**config.mk**
```make
export PLATFORM = sky130hd
export DESIGN_NAME = sram_loader
export DESIGN_NICKNAME = d
export VERILOG_FILES = /design/src/rtl/sram_loader.sv
export SDC_FILE = /design/constraint.sdc
export NUM_CORES = 1
export LEC_CHECK = 0
export CORE_ASPECT_RATIO = 1.1
export CORE_MARGIN = 2
export CORE_UTILIZATION = 50
export CTS_BUF_LIST = sky130_fd_sc_hd__clkbuf_4 sky130_fd_sc_hd__clkbuf_8
export DETAILED_ROUTE_END_ITERATION = 8
export GPL_ROUTABILITY_DRIVEN = 0
export MAX_ROUTING_LAYER = met4
export PLACE_DENSITY = 0.78
export SYNTH_ARGS = -nofsm -noshare
export SYNTH_HDL_FRONTEND = slang
export SYNTH_SLANG_ARGS = --single-unit
```
**constraint.sdc**
```tcl
create_clock -name clk_a -period 4.3 [get_ports clk_a]
set_clock_uncertainty 0.1 [all_clocks]
set_input_delay 0.86 -clock clk_a [delete_from_list [all_inputs] [get_ports clk_a]]
set_output_delay 0.86 -clock clk_a [all_outputs]
set_load 0.01 [all_outputs]
```
**src/rtl/sram_loader.sv**
```systemverilog
// sram_loader: UART byte-stream boot loader writing framed words into SRAM port a (optional checksum: SRAM_LOADER_CSUM_EN)
module sram_loader #(
  parameter int          WIDTH      = 16,
  parameter int          DEPTH      = 8192,
  parameter int          ADDR_WIDTH = $clog2(DEPTH),
  parameter logic [7:0]  SYNC_BYTE  = 8'hA5
) (
  input  logic                  rst,
  input  logic                  clk_a,
  input  logic [7:0]            rx_data,
  input  logic                  rx_valid,
  output logic                  rx_ready,
  output logic [ADDR_WIDTH-1:0] sram_addr,
  output logic [WIDTH-1:0]      sram_wdata,
  output logic                  sram_write_en,
  output logic                  cpu_hold,
  output logic                  load_busy,
  output logic                  load_done,
  output logic                  load_err
);
  localparam int NB = WIDTH / 8;
`ifdef SRAM_LOADER_CSUM_EN
  typedef enum logic [2:0] {IDLE, ADDR, LEN, DATA, WRITE, CSUM, DONE} state_t;
  localparam state_t TAIL = CSUM;
  logic [7:0] csum_q, csum_d;
  logic       err_q, err_d;
`else
  typedef enum logic [2:0] {IDLE, ADDR, LEN, DATA, WRITE, DONE} state_t;
  localparam state_t TAIL = DONE;
`endif
  state_t                state_q, state_d;
  logic [7:0]            hi_q, hi_d;
  logic [1:0]            byte_q, byte_d;
  logic [15:0]           cnt_q, cnt_d;
  logic [ADDR_WIDTH-1:0] addr_q, addr_d;
  logic [WIDTH-1:0]      wdata_q, wdata_d;
  logic                  rx_ready_q, we_q, hold_q, busy_q, done_q;
  logic                  fire;
  assign fire          = rx_valid & rx_ready_q;
  assign rx_ready      = rx_ready_q;
  assign sram_addr     = addr_q;
  assign sram_wdata    = wdata_q;
  assign sram_write_en = we_q;
  assign cpu_hold      = hold_q;
  assign load_busy     = busy_q;
  assign load_done     = done_q;
`ifdef SRAM_LOADER_CSUM_EN
  assign load_err      = err_q;
`else
  assign load_err      = 1'b0;
`endif
  // Frame parser: header bytes arrive in pairs (hi then lo), data bytes shift in MSB-first
  always_comb begin
    state_d = state_q;
    hi_d    = hi_q;
    byte_d  = byte_q;
    cnt_d   = cnt_q;
    addr_d  = addr_q;
    wdata_d = wdata_q;
`ifdef SRAM_LOADER_CSUM_EN
    csum_d  = csum_q;
    err_d   = err_q;
    if (fire && (state_q == ADDR || state_q == LEN || state_q == DATA))
      csum_d = csum_q + rx_data;
`endif
    case (state_q)
      IDLE: if (fire && rx_data == SYNC_BYTE) begin
        state_d = ADDR;
        byte_d  = 2'd0;
`ifdef SRAM_LOADER_CSUM_EN
        csum_d  = 8'h00;
        err_d   = 1'b0;
`endif
      end
      ADDR: if (fire) begin
        hi_d    = rx_data;
        byte_d  = byte_q[0] ? 2'd0 : 2'd1;
        addr_d  = byte_q[0] ? ADDR_WIDTH'({hi_q, rx_data}) : addr_q;
        state_d = byte_q[0] ? LEN : ADDR;
      end
      LEN: if (fire) begin
        hi_d    = rx_data;
        byte_d  = byte_q[0] ? 2'd0 : 2'd1;
        cnt_d   = byte_q[0] ? {hi_q, rx_data} : cnt_q;
        state_d = !byte_q[0] ? LEN : ({hi_q, rx_data} == 16'h0000) ? TAIL : DATA;
      end
      DATA: if (fire) begin
        wdata_d = (wdata_q << 8) | WIDTH'(rx_data);
        byte_d  = (byte_q == 2'(NB - 1)) ? 2'd0 : byte_q + 2'd1;
        state_d = (byte_q == 2'(NB - 1)) ? WRITE : DATA;
      end
      WRITE: begin
        addr_d  = (addr_q == ADDR_WIDTH'(DEPTH - 1)) ? '0 : addr_q + ADDR_WIDTH'(1);
        cnt_d   = cnt_q - 16'd1;
        state_d = (cnt_q == 16'd1) ? TAIL : DATA;
      end
`ifdef SRAM_LOADER_CSUM_EN
      CSUM: if (fire) begin
        state_d = (csum_q + rx_data == 8'h00) ? DONE : IDLE;
        err_d   = (csum_q + rx_data != 8'h00);
      end
`endif
      default: state_d = IDLE;
    endcase
  end
  // State, datapath and status outputs registered from the next state
  always_ff @(posedge clk_a or posedge rst) begin
    if (rst) begin
      state_q    <= IDLE;
      hi_q       <= 8'h00;
      byte_q     <= 2'd0;
      cnt_q      <= 16'h0000;
      addr_q     <= '0;
      wdata_q    <= '0;
      rx_ready_q <= 1'b1;
      we_q       <= 1'b0;
      hold_q     <= 1'b0;
      busy_q     <= 1'b0;
      done_q     <= 1'b0;
`ifdef SRAM_LOADER_CSUM_EN
      csum_q     <= 8'h00;
      err_q      <= 1'b0;
`endif
    end else begin
      state_q    <= state_d;
      hi_q       <= hi_d;
      byte_q     <= byte_d;
      cnt_q      <= cnt_d;
      addr_q     <= addr_d;
      wdata_q    <= wdata_d;
      rx_ready_q <= state_d != WRITE;
      we_q       <= state_d == WRITE;
      hold_q     <= state_d != IDLE && state_d != DONE;
      busy_q     <= state_d != IDLE;
      done_q     <= state_d == DONE;
`ifdef SRAM_LOADER_CSUM_EN
      csum_q     <= csum_d;
      err_q      <= err_d;
`endif
    end
  end
endmodule

```
=== After elaboration in Yosys (flattened, before gate mapping) ===
Index checks and enable logic that the tools add are counted.

* $add $sub $neg: 3
* Multiply operators: 0
* Divide/modulo/power cells: 0
* Magnitude comparators: 0
* Equality and inequality tests: 19
* Shift-type cells: 0
* Mux-type cells: 23
* Bitwise logic cells: 2
* Reduce and logical (&&, ||, !) cells: 14

{| class="wikitable"
|+ Operators with widths
! operator !! count
|-
| two-way mux 13 bit || 3
|-
| two-way mux 16 bit || 2
|-
| one-hot mux 16 bit (2 select lines) || 1
|-
| one-hot mux 13 bit (2 select lines) || 1
|-
| two-way mux 3 bit || 8
|-
| == test 16 x 1 -> 1 bit (second input constant) || 1
|-
| logical NOT 16 bit || 1
|-
| OR 16 x 8 -> 16 bit || 1
|-
| subtractor 16 x 1 -> 16 bit (second input constant) || 1
|-
| one-hot mux 3 bit (5 select lines) || 1
|-
| adder 13 x 1 -> 13 bit (second input constant) || 1
|-
| == test 13 bit (second input constant) || 1
|-
| != test 2 bit (second input constant) || 6
|-
| two-way mux 2 bit || 5
|-
| == test 3 bit (second input constant) || 3
|-
| == test 8 bit (second input constant) || 1
|-
| == test 3 x 2 -> 1 bit (second input constant) || 2
|-
| != test 3 bit (second input constant) || 2
|-
| one-hot mux 2 bit (3 select lines) || 1
|-
| AND reduction 3 bit || 2
|-
| nonzero test 3 bit || 2
|-
| AND reduction 2 bit || 2
|-
| AND reduction 4 bit || 1
|-
| nonzero test 2 bit || 2
|-
| 9 further kinds || 10
|}

* Bits in registers: 63
* Bits in latches: 0
* RAM bits: 0
* ROM bits: 0
* Input port bits: 11
* Output and inout port bits: 35
* Logic and storage cells: 72
* Memories kept: 0

=== Logic depth before layout (Yosys ltp) ===
Gate-level depths: netlist of the first run.

* Word-level depth: 7
* Depth in mapped cells: 7
* Depth with buffers taken out: 5

=== Worst setup path after synthesis of the first run ===
Ideal clock, no wire load.

* Path type: input-to-reg
* From: in rx_valid
* To: reg wdata_q[0], in the netlist sram_wdata[0]
* Library setup time: 0.125 ns
* Data arrival time: 1.934 ns
* Data required time: 4.075 ns
* Slack: 2.141 ns
* Stages on the path: 4
* Buffers on the path: 1
* Cell sequence: nand2_1 nor3_2 buf_2 mux2_2

* Word-level cells in the longest chain between the ends: 2

{| class="wikitable"
|+ Ends and longest elaborated chain
! what !! RTL line !! source
|-
| start, declared || 11 || <nowiki>input logic rx_valid,</nowiki>
|-
| bitwise AND 1 bit || 39 || <nowiki>assign fire = rx_valid & rx_ready_q;</nowiki>
|-
| AND reduction 2 bit (no line) || n/a ||
|-
| end signal, assigned || 130 || <nowiki>wdata_q <= wdata_d;</nowiki>
|-
| end, declared || 36 || <nowiki>logic [WIDTH-1:0] wdata_q, wdata_d;</nowiki>
|}

Every way passes these cells.
A chain may end at the register's enable or synchronous reset.

=== Worst setup path in the final report of the first run ===
* From: in rx_valid
* To: reg cnt_q[2]

* Word-level cells in the longest chain between the ends: 3

{| class="wikitable"
|+ Ends and longest elaborated chain
! what !! RTL line !! source
|-
| bitwise AND 1 bit || 39 ||
|-
| != test 2 bit (no line) || n/a ||
|-
| AND reduction 3 bit (no line) || n/a ||
|-
| end signal, assigned || 128 || <nowiki>cnt_q <= cnt_d;</nowiki>
|-
| end, declared || 34 || <nowiki>logic [15:0] cnt_q, cnt_d;</nowiki>
|}

Every way passes these cells.

==> run summary, run 1 <==
Status: complete, no violations
DP Wirelength: 5.316 mm
Worst path max stage delay: 730 ps
RSZ-0062 raised after global routing: false
Synth Register Bits: 63
Commonest non-fill, non-tap cells in the layout: 62 x dfrtp_1, 44 x clkdlybuf4s50_1, 35 x nand2_1, 25 x mux2_2, 15 x nor2_1
Max-slew violations: 0
Seq/Total Area, Yosys: 0.4846
Crit path buffers/inverters: 1
Top cell type's share of synthesized area: 0.4766
Initial antenna violation count: 0
Worst setup SP type: input pin
Total Routed Length: 7.800 mm
Mux cell area share after synthesis: 0.09262
Largest net degree at the start of global routing: 30
Pleak: 1.592 nW
H-tree levels: 3
CP max-delay cell: nor2_1
Antenna cells: 0
Postcts setup bufs: 0
Utilization after layout: 0.6327
Largest family of logic cells by synthesized area: simple AND/OR/NAND/NOR gates
Final WS setup: 1659 ps
CP Data Required Time: 4430 ps
Max capacitance violation total: 0
Synth warn: 0
First-pass detailed-route iteration total: 4
Crit. End Element: register
Post-synthesis compound-gate area fraction: 0.1626
Cells after Synth: 313
XOR/XNOR share of the synthesized area: 0.002690
Async S/R FF share, synth: 1.000
Worst slew pin tran: 871.1 ps
CTS Buffer Depth: 2
Cells along the critical path: clkdlybuf4s50_1 > nand4b_1 > nor2_1 > a21oi_1 > a221o_1
Clock sinks: 63
Commonest non-fill, non-tap cell in the layout: dfrtp_1
Die area: 0.007173 mm²
Clock slew at reported path FFs: 70 ps
Detail Route Antenna Nets: 0
Die H: 88.63 µm
Vias in the first global route: 2584
Mapped cell area: 0.003256 mm²
Global-route wire length before repair: 12.85 mm
Main synth FF type: dfrtp_1
GRT Overall Usage: 0.2466
VDD IR max: 0.0004186 V
Port Buffers: 44
Synth area leaders: dfrtp_1 48%, mux2_2 8.6%, nand2_1 4.0%
Initial DRC count: 220
F_max: 378.7 MHz
Setup TNS Final: 0 ps
Minimum clock period: 2641 ps
Worst Path Arrival: 2770 ps
Final period util: 0.6142
Synth Area per Inst: 10.40 µm²
Worst hold path type: reg -> reg
Synth area leader: dfrtp_1
Netlist cell types: 58
Synth Area in Simple Gates: 0.2114
EDFF count, synth: 0
Post-CTS sizing: 0
Largest fanout on the critical path: 14
Post-Place Worst Slack: 1346 ps
Adder-cell share of the synthesized area: 0.01153
DR WL/cell: 17.81 µm
Final setup vio count: 0
Crit path max-delay family: simple AND/OR/NAND/NOR gates
Core area: 0.006231 mm²
NumNets Final: 367
Critical path class: in -> reg
Residual DRC: 0
Clock Latency Late Sink: 340 ps
Initial core utilization: 0.5225
Fillers: 513
CTS root buf: clkbuf_8
Vias per cell: 6.210
Syn Nets: 327
Hold-fix buffers at CTS: 0
Core Rows: 30
CTS tree: yes
Slew margin rel.: 0.4171
Pwr dens: 705.3 mW/mm²
Share of cells above drive strength 1: 0.1788
Hold Vio Cnt, Final: 0
Num CTS Buffers: 9
I/O pins: 46
Total number of vias: 2720
Die Wd: 80.94 µm
Layout area overhead: 21.10%
GRT Residual Overflow: 0
==> state kept, by name, summed over array words and instances (netlist names) <==
register	flops
rx_ready	1
byte_q	2
sram_wdata	16
load_done	1
cnt_q	16
sram_write_en	1
cpu_hold	1
load_busy	1
sram_addr	13
hi_q	8
state_q	3
==> per-layer routing <==
metal,wire length [µm],global-route usage,up-vias,share of wire
li1,-,-,1270,-
met1,3357,0.3178,1355,0.43
met2,3915,0.3727,89,0.50
met3,449,0.07245,6,0.058
met4,78,0.08629,0,0.010
met5,0,-,-,0
==> kinds of logic after synthesis <==
logic type,Yosys count
AND/OR/NAND/NOR,123
buffers and inverters,25
XOR/XNOR,1
other,1
flip-flops,63
AO/OA/AOI/OAI,70
adder cells (fa/ha/maj),3
multiplexers,27
==> through the flow <==
stage,power (mW),area [µm²],hold slack [ps],std cells
3_3_place_gp,2.210,3740,390.3,422
2_1_floorplan,1.785,3256,368.4,313
6_report,2.781,3943,407.3,438
3_5_place_dp,2.259,3740,395.7,422
5_1_grt,2.960,3943,424.9,438
4_1_cts,2.794,3943,412.8,438
==> path summary, 6_finish.rpt <==
path	startpoint	end	slack (ps)	cells after the start
max	rx_valid	cnt_q[2]	1660	5
min	sram_wdata[15]	sram_wdata[15]	410	1
max reg2reg	state_q[2]	sram_addr[8]	1830	4
min reg2reg	sram_wdata[15]	sram_wdata[15]	410	1
max in group asynchronous	rst	cnt_q[14]	2560	3
min in group asynchronous	rst	sram_wdata[1]	800	2
==> Yosys cell counts, types with 3 or more instances <==
library cell and number:
o211ai_1 10, o21ai_0 6, a211o_1 3, a31oi_1 3, nor3_2 3, nor2_1 15
or4_1 4, a311oi_1 3, nand3_1 13, ha_1 3, o21a_1 3, buf_2 6
inv_1 6, and3_1 3, nor3_1 7, nor4_1 4, o22ai_1 7, o221ai_1 3
clkbuf_1 9, or2_2 7, nand2_1 35, a21oi_1 7, and2_1 3, dfrtp_1 62
mux2_2 25, and4_1 3, o311ai_0 9, nand4_1 10, nand3b_1 3
==> power by group <==
part | leakage [nW] | internal [mW] | total (mW) | switching (mW)
sequential | 0.754 | 0.865 | 1.17 | 0.305
combinational | 0.742 | 0.615 | 1.09 | 0.476
clock | 0.0961 | 0.277 | 0.520 | 0.243
total | 1.59 | 1.76 | 2.78 | 1.02
==> final cells by class <==
type | instances | area [µm²] | share of cell area
repair buffers | 48 | 470.5 | 0.1193
well taps | 80 | 100.1 | 0.02539
clock buffers | 10 | 131.4 | 0.03332
clock inverters | 6 | 71.32 | 0.01809
flip-flops and latches | 63 | 1578 | 0.4002
multi-input cells | 225 | 1569 | 0.3980
inverters | 6 | 22.52 | 0.005712
Note: power is estimated with default switching activity, not from simulation.
==> run 2, diff against run 1 <==
==> constraint.sdc (replaced) <==
create_clock -name clk_a -period 2.7 [get_ports clk_a]
set_clock_uncertainty 0.1 [all_clocks]
set_input_delay 0.54 -clock clk_a [delete_from_list [all_inputs] [get_ports clk_a]]
set_output_delay 0.54 -clock clk_a [all_outputs]
set_load 0.01 [all_outputs]
==> run summary, run 2 (synthesis results as in run 1) <==
Worst hold path type: in -> async
Crit. End Element: register
RSZ-0062 raised after global routing: false
Die H: 88.63 µm (unchanged)
DP Wirelength: 5.358 mm (+0.81%)
Total Routed Length: 7.664 mm (-1.7%)
Postcts setup bufs: 0 (unchanged)
I/O pins: 46 (unchanged)
Final setup vio count: 0 (unchanged)
Pwr dens: 1089 mW/mm² (+54%)
Clock sinks: 63 (unchanged)
Crit path buffers/inverters: 1 (unchanged)
H-tree levels: 3 (unchanged)
Core area: 0.006231 mm² (unchanged)
Num CTS Buffers: 9 (unchanged)
Minimum clock period: 2210 ps
Port Buffers: 44 (unchanged)
Max capacitance violation total: 0 (unchanged)
Detail Route Antenna Nets: 0 (unchanged)
GRT Overall Usage: 0.2485 (+0.001906)
DR WL/cell: 17.11 µm (-3.9%)
Utilization after layout: 0.6430 (+0.01024)
Commonest non-fill, non-tap cells in the layout: 62 x dfrtp_1, 44 x clkdlybuf4s50_1, 35 x nand2_1, 25 x mux2_2, 15 x nor2_1
Initial core utilization: 0.5225 (unchanged)
Final period util: 0.8184
Largest fanout on the critical path: 11 (-3)
Worst path max stage delay: 690 ps (-40 ps)
Largest net degree at the start of global routing: 24 (-20%)
Worst setup SP type: register
Vias in the first global route: 2709 (+4.8%)
Crit path max-delay family: simple AND/OR/NAND/NOR gates
Fillers: 511 (-0.39%)
Worst Path Arrival: 2390 ps (-380 ps)
Initial antenna violation count: 0 (unchanged)
Share of cells above drive strength 1: 0.2011 (+0.02232)
Area of the multi-input gates: 0.001569 mm² (unchanged)
Max-slew violations: 0 (unchanged)
Critical path class: reg -> reg
Layout area overhead: 23.06%
Commonest non-fill, non-tap cell in the layout: dfrtp_1
Global-route wire length before repair: 13.12 mm (+2.1%)
VDD IR max: 0.0006421 V (+53%)
Core Rows: 30 (unchanged)
Slew margin rel.: 0.6043 (+0.1871)
Initial DRC count: 164 (-25%)
Total area of sequential cells: 0.001578 mm² (unchanged)
GRT Residual Overflow: 0 (unchanged)
Antenna cells: 0 (unchanged)
Hold Vio Cnt, Final: 0 (unchanged)
Clock slew at reported path FFs: 80 ps (about the same)
Die area: 0.007173 mm² (unchanged)
Status: complete, no violations
Clock Latency Late Sink: 350 ps (about the same)
F_max: 452.6 MHz
Setup TNS Final: 0 ps (unchanged)
Residual DRC: 0 (unchanged)
Total number of vias: 2747 (+0.99%)
Die Wd: 80.94 µm (unchanged)
Cells along the critical path: or3b_2 > buf_4 > or4b_1 > nand4_1
Vias per cell: 6.132 (-1.3%)
CTS root buf: clkbuf_8
Worst slew pin tran: 593.6 ps (-277.5 ps)
Post-CTS sizing: 0 (unchanged)
Pleak: 1.635 nW (+2.7%)
CTS Buffer Depth: 2 (unchanged)
First-pass detailed-route iteration total: 4 (unchanged)
CTS tree: yes
NumNets Final: 377 (+2.7%)
CP max-delay cell: or3b_2
CP Data Required Time: 2880 ps (-1550 ps)
Hold-fix buffers at CTS: 0 (unchanged)
run 2: worst reg2reg max path: stages, from the launching register on:
cell,delay (ps)
dfrtp_1,520
or3b_2,690
buf_4,240
or4b_1,490
nand4_1,100
run 2: final timing paths:
kind,startpoint,slack [ps],cells after the start,endpoint
max reg2reg,state_q[1],490,4,sram_addr[7]
min reg2reg,sram_wdata[15],410,1,sram_wdata[15]
min,rst,410,2,sram_wdata[11]
min in group clk_a,sram_wdata[15],410,1,sram_wdata[15]
max in group asynchronous,rst,1450,3,cnt_q[2]
max,state_q[1],490,4,sram_addr[7]
run 2: layer usage:
layer	routed length (µm)	GRT usage	vias to the layer above
li1	-	-	1290
met1	3434	0.3234	1340
met2	3590	0.3711	92
met3	387	0.03980	25
met4	251	0.1387	0
met5	0	-	-
run 2: through the flow:
step | setup slack [ps] | hold WS [ps] | cell area, µm² | instances | power, mW
after global routing | 362.5 | 427.1 | 4006 | 448 | 4.667
after floorplan | 491.9 | 368.4 | 3256 | 313 | 2.842
after detailed placement | 240.5 | 394.3 | 3827 | 432 | 3.611
final | 490.4 | 411.9 | 4006 | 448 | 4.362
after global placement | 264.6 | 389.9 | 3827 | 432 | 3.552
after CTS | 495.5 | 413.0 | 4006 | 448 | 4.371
run 2: final cells by class:
class / instances / area share
sequential: 63 / 0.3938
multi-input combinational: 225 / 0.3916
timing repair buffer: 58 / 0.1393
clock buffer: 9 / 0.03092
tap: 80 / 0.02498
clock inverter: 7 / 0.01374
inverter: 6 / 0.005621
run 2: power by group:
group / internal, mW / switching, mW / leakage [nW]
logic: 1.01 / 0.754 / 0.795
registers: 1.38 / 0.473 / 0.754
clock network: 0.342 / 0.410 / 0.0866
total: 2.72 / 1.64 / 1.64
==> edit 1 (settings of run 1) <==
Set the parameter `WIDTH` to 14 (it was 16).
--- a/src/rtl/sram_loader.sv
+++ b/src/rtl/sram_loader.sv
@@ -1,5 +1,5 @@
 // sram_loader: UART byte-stream boot loader writing framed words into SRAM port a (optional checksum: SRAM_LOADER_CSUM_EN)
 module sram_loader #(
-  parameter int          WIDTH      = 16,
+  parameter int          WIDTH      = 14,
   parameter int          DEPTH      = 8192,
   parameter int          ADDR_WIDTH = $clog2(DEPTH),
Ports: changed (resized sram_wdata); port bits go from 46 to 44. The function was not compared with the original's and may differ.
==> edit 1 against run 1 <==
  * Sequential cell count is 2 lower
  * Setup slack worse by 0.13 ns
  * Largest cell class is now multi-input gates
  * Routed wire length is 1.5% higher
  * Hold slack better by 0.00066 ns
  * Total power is 3.1% higher
  * Synthesized cell count is 6.4% higher
  * Design area is 0.63% lower
  * Area after synthesis is 1.5% lower
  * Highest routed layer unchanged
  * Count of clock-buffer cells in the layout stayed put
  * Sequential share of layout area is 1.0 points lower
==> edit 1: results (changes against run 1) <==
.. list-table::
   :header-rows: 1

   * - Metric
     - Value
   * - Post-layout instance count excluding filler cells
     - 460 (was 438)
   * - Worst voltage drop across the vdd grid
     - 0.4398 mV (was 0.4186 mV)
   * - Post-layout power
     - 2.867 mW (was 2.781 mW)
   * - Average cell area after synthesis
     - 9.626 um2 (was 10.40 um2)
   * - Share of synthesized area occupied by flip-flops and latches
     - 0.4766 (was 0.4846)
   * - Total global routing track utilization
     - 0.2475 (was 0.2466)
   * - Hpwl dp
     - 5338 um (was 5316 um)
   * - Via count of the first global-routing pass
     - 2525 (was 2584)
   * - Area fraction in compound gates after synthesis
     - 0.1862 (was 0.1626)
   * - Placed instance area
     - 0.003694 mm2 (was 0.003740 mm2)
   * - Count of cell types in the netlist
     - 56 (was 58)
   * - Biggest area contributors in the synthesized netlist
     - sky130_fd_sc_hd__dfrtp_1 47%, sky130_fd_sc_hd__mux2_2 7.7%, sky130_fd_sc_hd__a21oi_1 3.9% (was sky130_fd_sc_hd__dfrtp_1 48%, sky130_fd_sc_hd__mux2_2 8.6%, sky130_fd_sc_hd__nand2_1 4.0%)
   * - Largest stage delay on the critical path
     - 0.69 ns (was 0.73 ns)
   * - Layout cells sized above 1
     - 0.1395 (was 0.1788)
   * - Lkg Pwr
     - 1.605 nW (was 1.592 nW)
   * - Syn nets
     - 349 (was 327)
   * - Drt via density
     - 6.109 (was 6.210)
   * - Number of placed instances with taps included
     - 444 (was 422)
   * - Run status
     - finished, final reports clean (unchanged)
   * - Area share of xor/xnor cells in the synthesized design
     - 0.002732 (was 0.002690)
   * - Iter 0 DRT Violations
     - 277 (was 220)
   * - Most frequent cells after synthesis
     - 60 x sky130_fd_sc_hd__dfrtp_1, 33 x sky130_fd_sc_hd__nor2_1, 28 x sky130_fd_sc_hd__nand2_1, 25 x sky130_fd_sc_hd__a21oi_1, 22 x sky130_fd_sc_hd__mux2_2 (was 62 x sky130_fd_sc_hd__dfrtp_1, 35 x sky130_fd_sc_hd__nand2_1, 25 x sky130_fd_sc_hd__mux2_2, 15 x sky130_fd_sc_hd__nor2_1, 13 x sky130_fd_sc_hd__nand3_1)
   * - Relative slew slack
     - 0.4016 (was 0.4171)
   * - Share of cell area taken by muxes after synthesis
     - 0.08041 (was 0.09262)
   * - Nets
     - 391 (was 367)
   * - Arrival time reported for the critical path endpoint
     - 2.91 ns (was 2.77 ns)
edit 1: changes by cell type after synthesis, moves of 5 or more:
| cell | delta |
|---|---|
| sky130_fd_sc_hd__a21oi_1 | +18 |
| sky130_fd_sc_hd__inv_1 | +12 |
| sky130_fd_sc_hd__nand2_1 | -7 |
| sky130_fd_sc_hd__nand3_1 | -5 |
| sky130_fd_sc_hd__nand4_1 | -6 |
| sky130_fd_sc_hd__nor2_1 | +18 |
| sky130_fd_sc_hd__o211ai_1 | -9 |
| sky130_fd_sc_hd__o21ai_0 | +8 |
| sky130_fd_sc_hd__o311ai_0 | -9 |
edit 1: routing by layer:
| metal | up-vias | routed length, um | track usage |
|---|---|---|---|
| met3 | 24 | 428 | 0.05052 |
| met2 | 101 | 3690 | 0.3477 |
| met4 | 0 | 225 | 0.1140 |
| li1 | 1300 | - | - |
| met1 | 1385 | 3573 | 0.3442 |
| met5 | - | 0 | - |
edit 1: final timing paths:
kind | startpoint | to | slack [ns] | cells after the start
min in group asynchronous | rst | sram_wdata[11] | 0.71 | 2
setup reg to reg | state_q[0] | sram_addr[7] | 1.81 | 5
hold reg to reg | sram_wdata[12] | sram_wdata[12] | 0.41 | 1
hold / removal | sram_wdata[12] | sram_wdata[12] | 0.41 | 1
setup / recovery | rx_valid | sram_addr[5] | 1.52 | 6
max in group asynchronous | rst | cnt_q[15] | 2.52 | 3
edit 1: critical path: cells and delay by family:
| family | cells | cell delay, ns |
|---|---|---|
| compound gates | 3 | 0.63 |
| simple gates | 2 | 0.93 |
| buf+inv | 1 | 0.49 |
edit 1: final cells by class:
type	count	area, um2
fill	529	2276
multi-input combinational	238	1540
clock inverter	6	86.33
clock buffer	10	137.6
inverter	18	67.56
sequential	61	1528
timing repair buffer	47	457.9
tap	80	100.1
==> edit 2 (settings of run 1) <==
Without the edit above. The 6 states of `state_t` get a one-hot encoding in 6 bits.
--- a/src/rtl/sram_loader.sv
+++ b/src/rtl/sram_loader.sv
@@ -26,5 +26,5 @@
   logic       err_q, err_d;
 `else
-  typedef enum logic [2:0] {IDLE, ADDR, LEN, DATA, WRITE, DONE} state_t;
+  typedef enum logic [5:0] {IDLE = 6'b000001, ADDR = 6'b000010, LEN = 6'b000100, DATA = 6'b001000, WRITE = 6'b010000, DONE = 6'b100000} state_t;
   localparam state_t TAIL = DONE;
 `endif
Behaviour: same outputs for any inputs over 10 cycles, from zero or initial values and one cycle with rst high; not proved beyond that.
==> edit 2 against run 1 <==
  * Design area is 2.2% higher
  * Routed wire length is 2.2% higher
  * Final cell count rose by 5.9%
  * Core utilization down 1.1 points
  * Global-route usage increased by 0.52 points
  * Sequential cell count up 3
  * Die area up 1.6%
  * Non-clock buffer count down 2
  * Area after synthesis is 1.7% higher
  * Sequential share of layout area grew 1.0 points
  * Setup slack worse by 0.027 ns
Power is not compared: it rests on default switching activity, and its combinational part moved more than twofold at a synthesized area within 25%.
==> edit 2: results (changes against run 1) <==
.. list-table::
   :header-rows: 1

   * - Metric
     - Value
   * - Maximum level of the CTS H-tree
     - 3 (unchanged)
   * - Arrival time reported for the critical path endpoint
     - 2.81 ns (was 2.77 ns)
   * - Ant diodes
     - 0 (unchanged)
   * - Total global routing track utilization
     - 0.2518 (was 0.2466)
   * - Count of cell types in the netlist
     - 55 (was 58)
   * - Nets
     - 391 (was 367)
   * - # resized after CTS
     - 0 (unchanged)
   * - Lkg Pwr
     - around 1.8 nW
   * - First-pass GRT wire length
     - 13450 um (was 12850 um)
   * - Root Driver
     - sky130_fd_sc_hd__clkbuf_8 (unchanged)
   * - Hpwl dp
     - 5595 um (was 5316 um)
   * - Top flip-flop cell by instance count after synthesis
     - sky130_fd_sc_hd__dfrtp_1 (unchanged)
   * - Latest clock arrival within the worst-skew pair
     - 0.34 ns (about the same)
   * - Run status
     - finished, final reports clean (unchanged)
   * - Number of setup buffers added after CTS
     - 0 (unchanged)
   * - IO Port Bufs
     - 44 (unchanged)
   * - Layout cells sized above 1
     - 0.1492 (was 0.1788)
   * - Share of synthesized area occupied by flip-flops and latches
     - 0.4998 (was 0.4846)
   * - R2r setup slk
     - 1.79 ns (was 1.83 ns)
   * - Worst voltage drop across the vdd grid
     - around 0.24 mV
   * - Iter 0 DRT Violations
     - 271 (was 220)
   * - Maximum root-to-sink buffer count
     - 2 (unchanged)
   * - First-pass iteration count of the detailed router
     - 5 (was 4)
   * - Relative slew slack
     - 0.4775 (was 0.4171)
   * - Clock slew seen by the registers of the worst setup and hold paths
     - 0.07 ns (about the same)
   * - Drt via density
     - 6.034 (was 6.210)
   * - Routed WL
     - 7969 um (was 7800 um)
   * - Biggest area contributors in the synthesized netlist
     - sky130_fd_sc_hd__dfrtp_1 48%, sky130_fd_sc_hd__mux2_2 8.5%, sky130_fd_sc_hd__nor2_1 4.3% (was sky130_fd_sc_hd__dfrtp_1 48%, sky130_fd_sc_hd__mux2_2 8.6%, sky130_fd_sc_hd__nand2_1 4.0%)
   * - Syn nets
     - 344 (was 327)
   * - Worst Hold Slack
     - 0.4075 ns (was 0.4073 ns)
   * - Async SR Flop Fraction
     - 1.000 (unchanged)
   * - Switching part of the total power
     - 0.2551
   * - Maximum fanout along the worst path
     - 19 (was 14)
   * - Pin count of the biggest net entering global routing
     - 36 (was 30)
   * - Most frequent cells after synthesis
     - 64 x sky130_fd_sc_hd__dfrtp_1, 38 x sky130_fd_sc_hd__nor2_1, 31 x sky130_fd_sc_hd__nand2_1, 25 x sky130_fd_sc_hd__mux2_2, 22 x sky130_fd_sc_hd__a21oi_1 (was 62 x sky130_fd_sc_hd__dfrtp_1, 35 x sky130_fd_sc_hd__nand2_1, 25 x sky130_fd_sc_hd__mux2_2, 15 x sky130_fd_sc_hd__nor2_1, 13 x sky130_fd_sc_hd__nand3_1)
   * - Final count of hold timing violations
     - 0 (unchanged)
   * - Class of the worst hold path
     - flop to flop (unchanged)
   * - Clock buffers created by TritonCTS
     - 9 (unchanged)
   * - Yosys warning total
     - 0 (unchanged)
   * - Initial antenna violation count
     - 0 (unchanged)
[edit 2: cell types whose count changed after synthesis, sizes merged, moves of 6 or more]
cell,change
o211ai,-9
or2,-6
nor2,+24
o311ai,-9
inv,+6
buf,-7
o21ai,+8
a21oi,+15
nor4,+7
[edit 2: critical path, stage by stage]
cell	delay (ns)
sky130_fd_sc_hd__clkdlybuf4s50_1	0.57
sky130_fd_sc_hd__and3_1	0.26
sky130_fd_sc_hd__nand3_2	0.33
sky130_fd_sc_hd__nand2_1	0.41
sky130_fd_sc_hd__a21oi_1	0.13
sky130_fd_sc_hd__a211oi_1	0.24
[edit 2: logic make-up (layout without fill, tap and decap cells)]
logic type | after synthesis | count (layout) | synth area share
buffers and inverters | 22 | 74 | 0.02646
muxes | 28 | 28 | 0.09414
DFF | 66 | 66 | 0.4998
other | 1 | 1 | 0.001133
xor gates and xnor gates | 2 | 2 | 0.005294
adders and majority gates | 3 | 3 | 0.01134
AOI/OAI and AO/OA | 73 | 73 | 0.1437
and+or+nand+nor | 135 | 135 | 0.2181
[edit 2: stage by stage]
step / area, um2 / worst slack, ns / util / instances / total power, mW
2_1_floorplan: 3309 / 1.689 / - / 330 / 0.7955
3_3_place_gp: 3825 / 1.409 / 0.5905 / 448 / 0.8907
3_5_place_dp: 3825 / 1.297 / 0.5905 / 448 / 0.8986
4_1_cts: 4029 / 1.651 / 0.6220 / 464 / 1.424
5_1_grt: 4029 / 1.419 / 0.6220 / 464 / 1.477
6_report: 4029 / 1.633 / 0.6220 / 464 / 1.416
[edit 2: power groups by stage]
stage                     clock network [mW]  registers, mW  logic [mW]
after CTS                              0.536          0.701       0.187
final                                  0.529          0.702       0.185
after global routing                   0.566          0.707       0.203
after global placement                     0          0.710       0.181
after detailed placement                   0          0.712       0.187
after floorplan                            0          0.716      0.0792
[edit 2: area by class of cell]
cell class	count	area [um2]
multi-input cells	242	1568
clock buffers	12	152.6
flip-flops and latches	66	1654
fillers	519	2449
clock inverters	4	51.30
inverters	12	45.04
well taps	82	102.6
repair buffers	46	455.4
[edit 2: path summary, 6_finish.rpt]
| check | start | endpoint | cells past startpoint |
|---|---|---|---|
| max | rx_valid | cnt_q[11] | 6 |
| min | sram_wdata[13] | sram_wdata[13] | 1 |
| max reg2reg | state_q[3] | sram_addr[7] | 5 |
| min reg2reg | sram_wdata[13] | sram_wdata[13] | 1 |
| max in group asynchronous | rst | sram_addr[6] | 3 |
| min in group asynchronous | rst | sram_wdata[14] | 2 |
[edit 2: per-layer routing]
layer / wire, um / GRT usage / vias to the layer above
met5: 0 / - / -
met4: 267 / 0.1273 / 0
met3: 454 / 0.04242 / 30
met2: 3873 / 0.3920 / 102
met1: 3374 / 0.3182 / 1360
li1: - / - / 1308
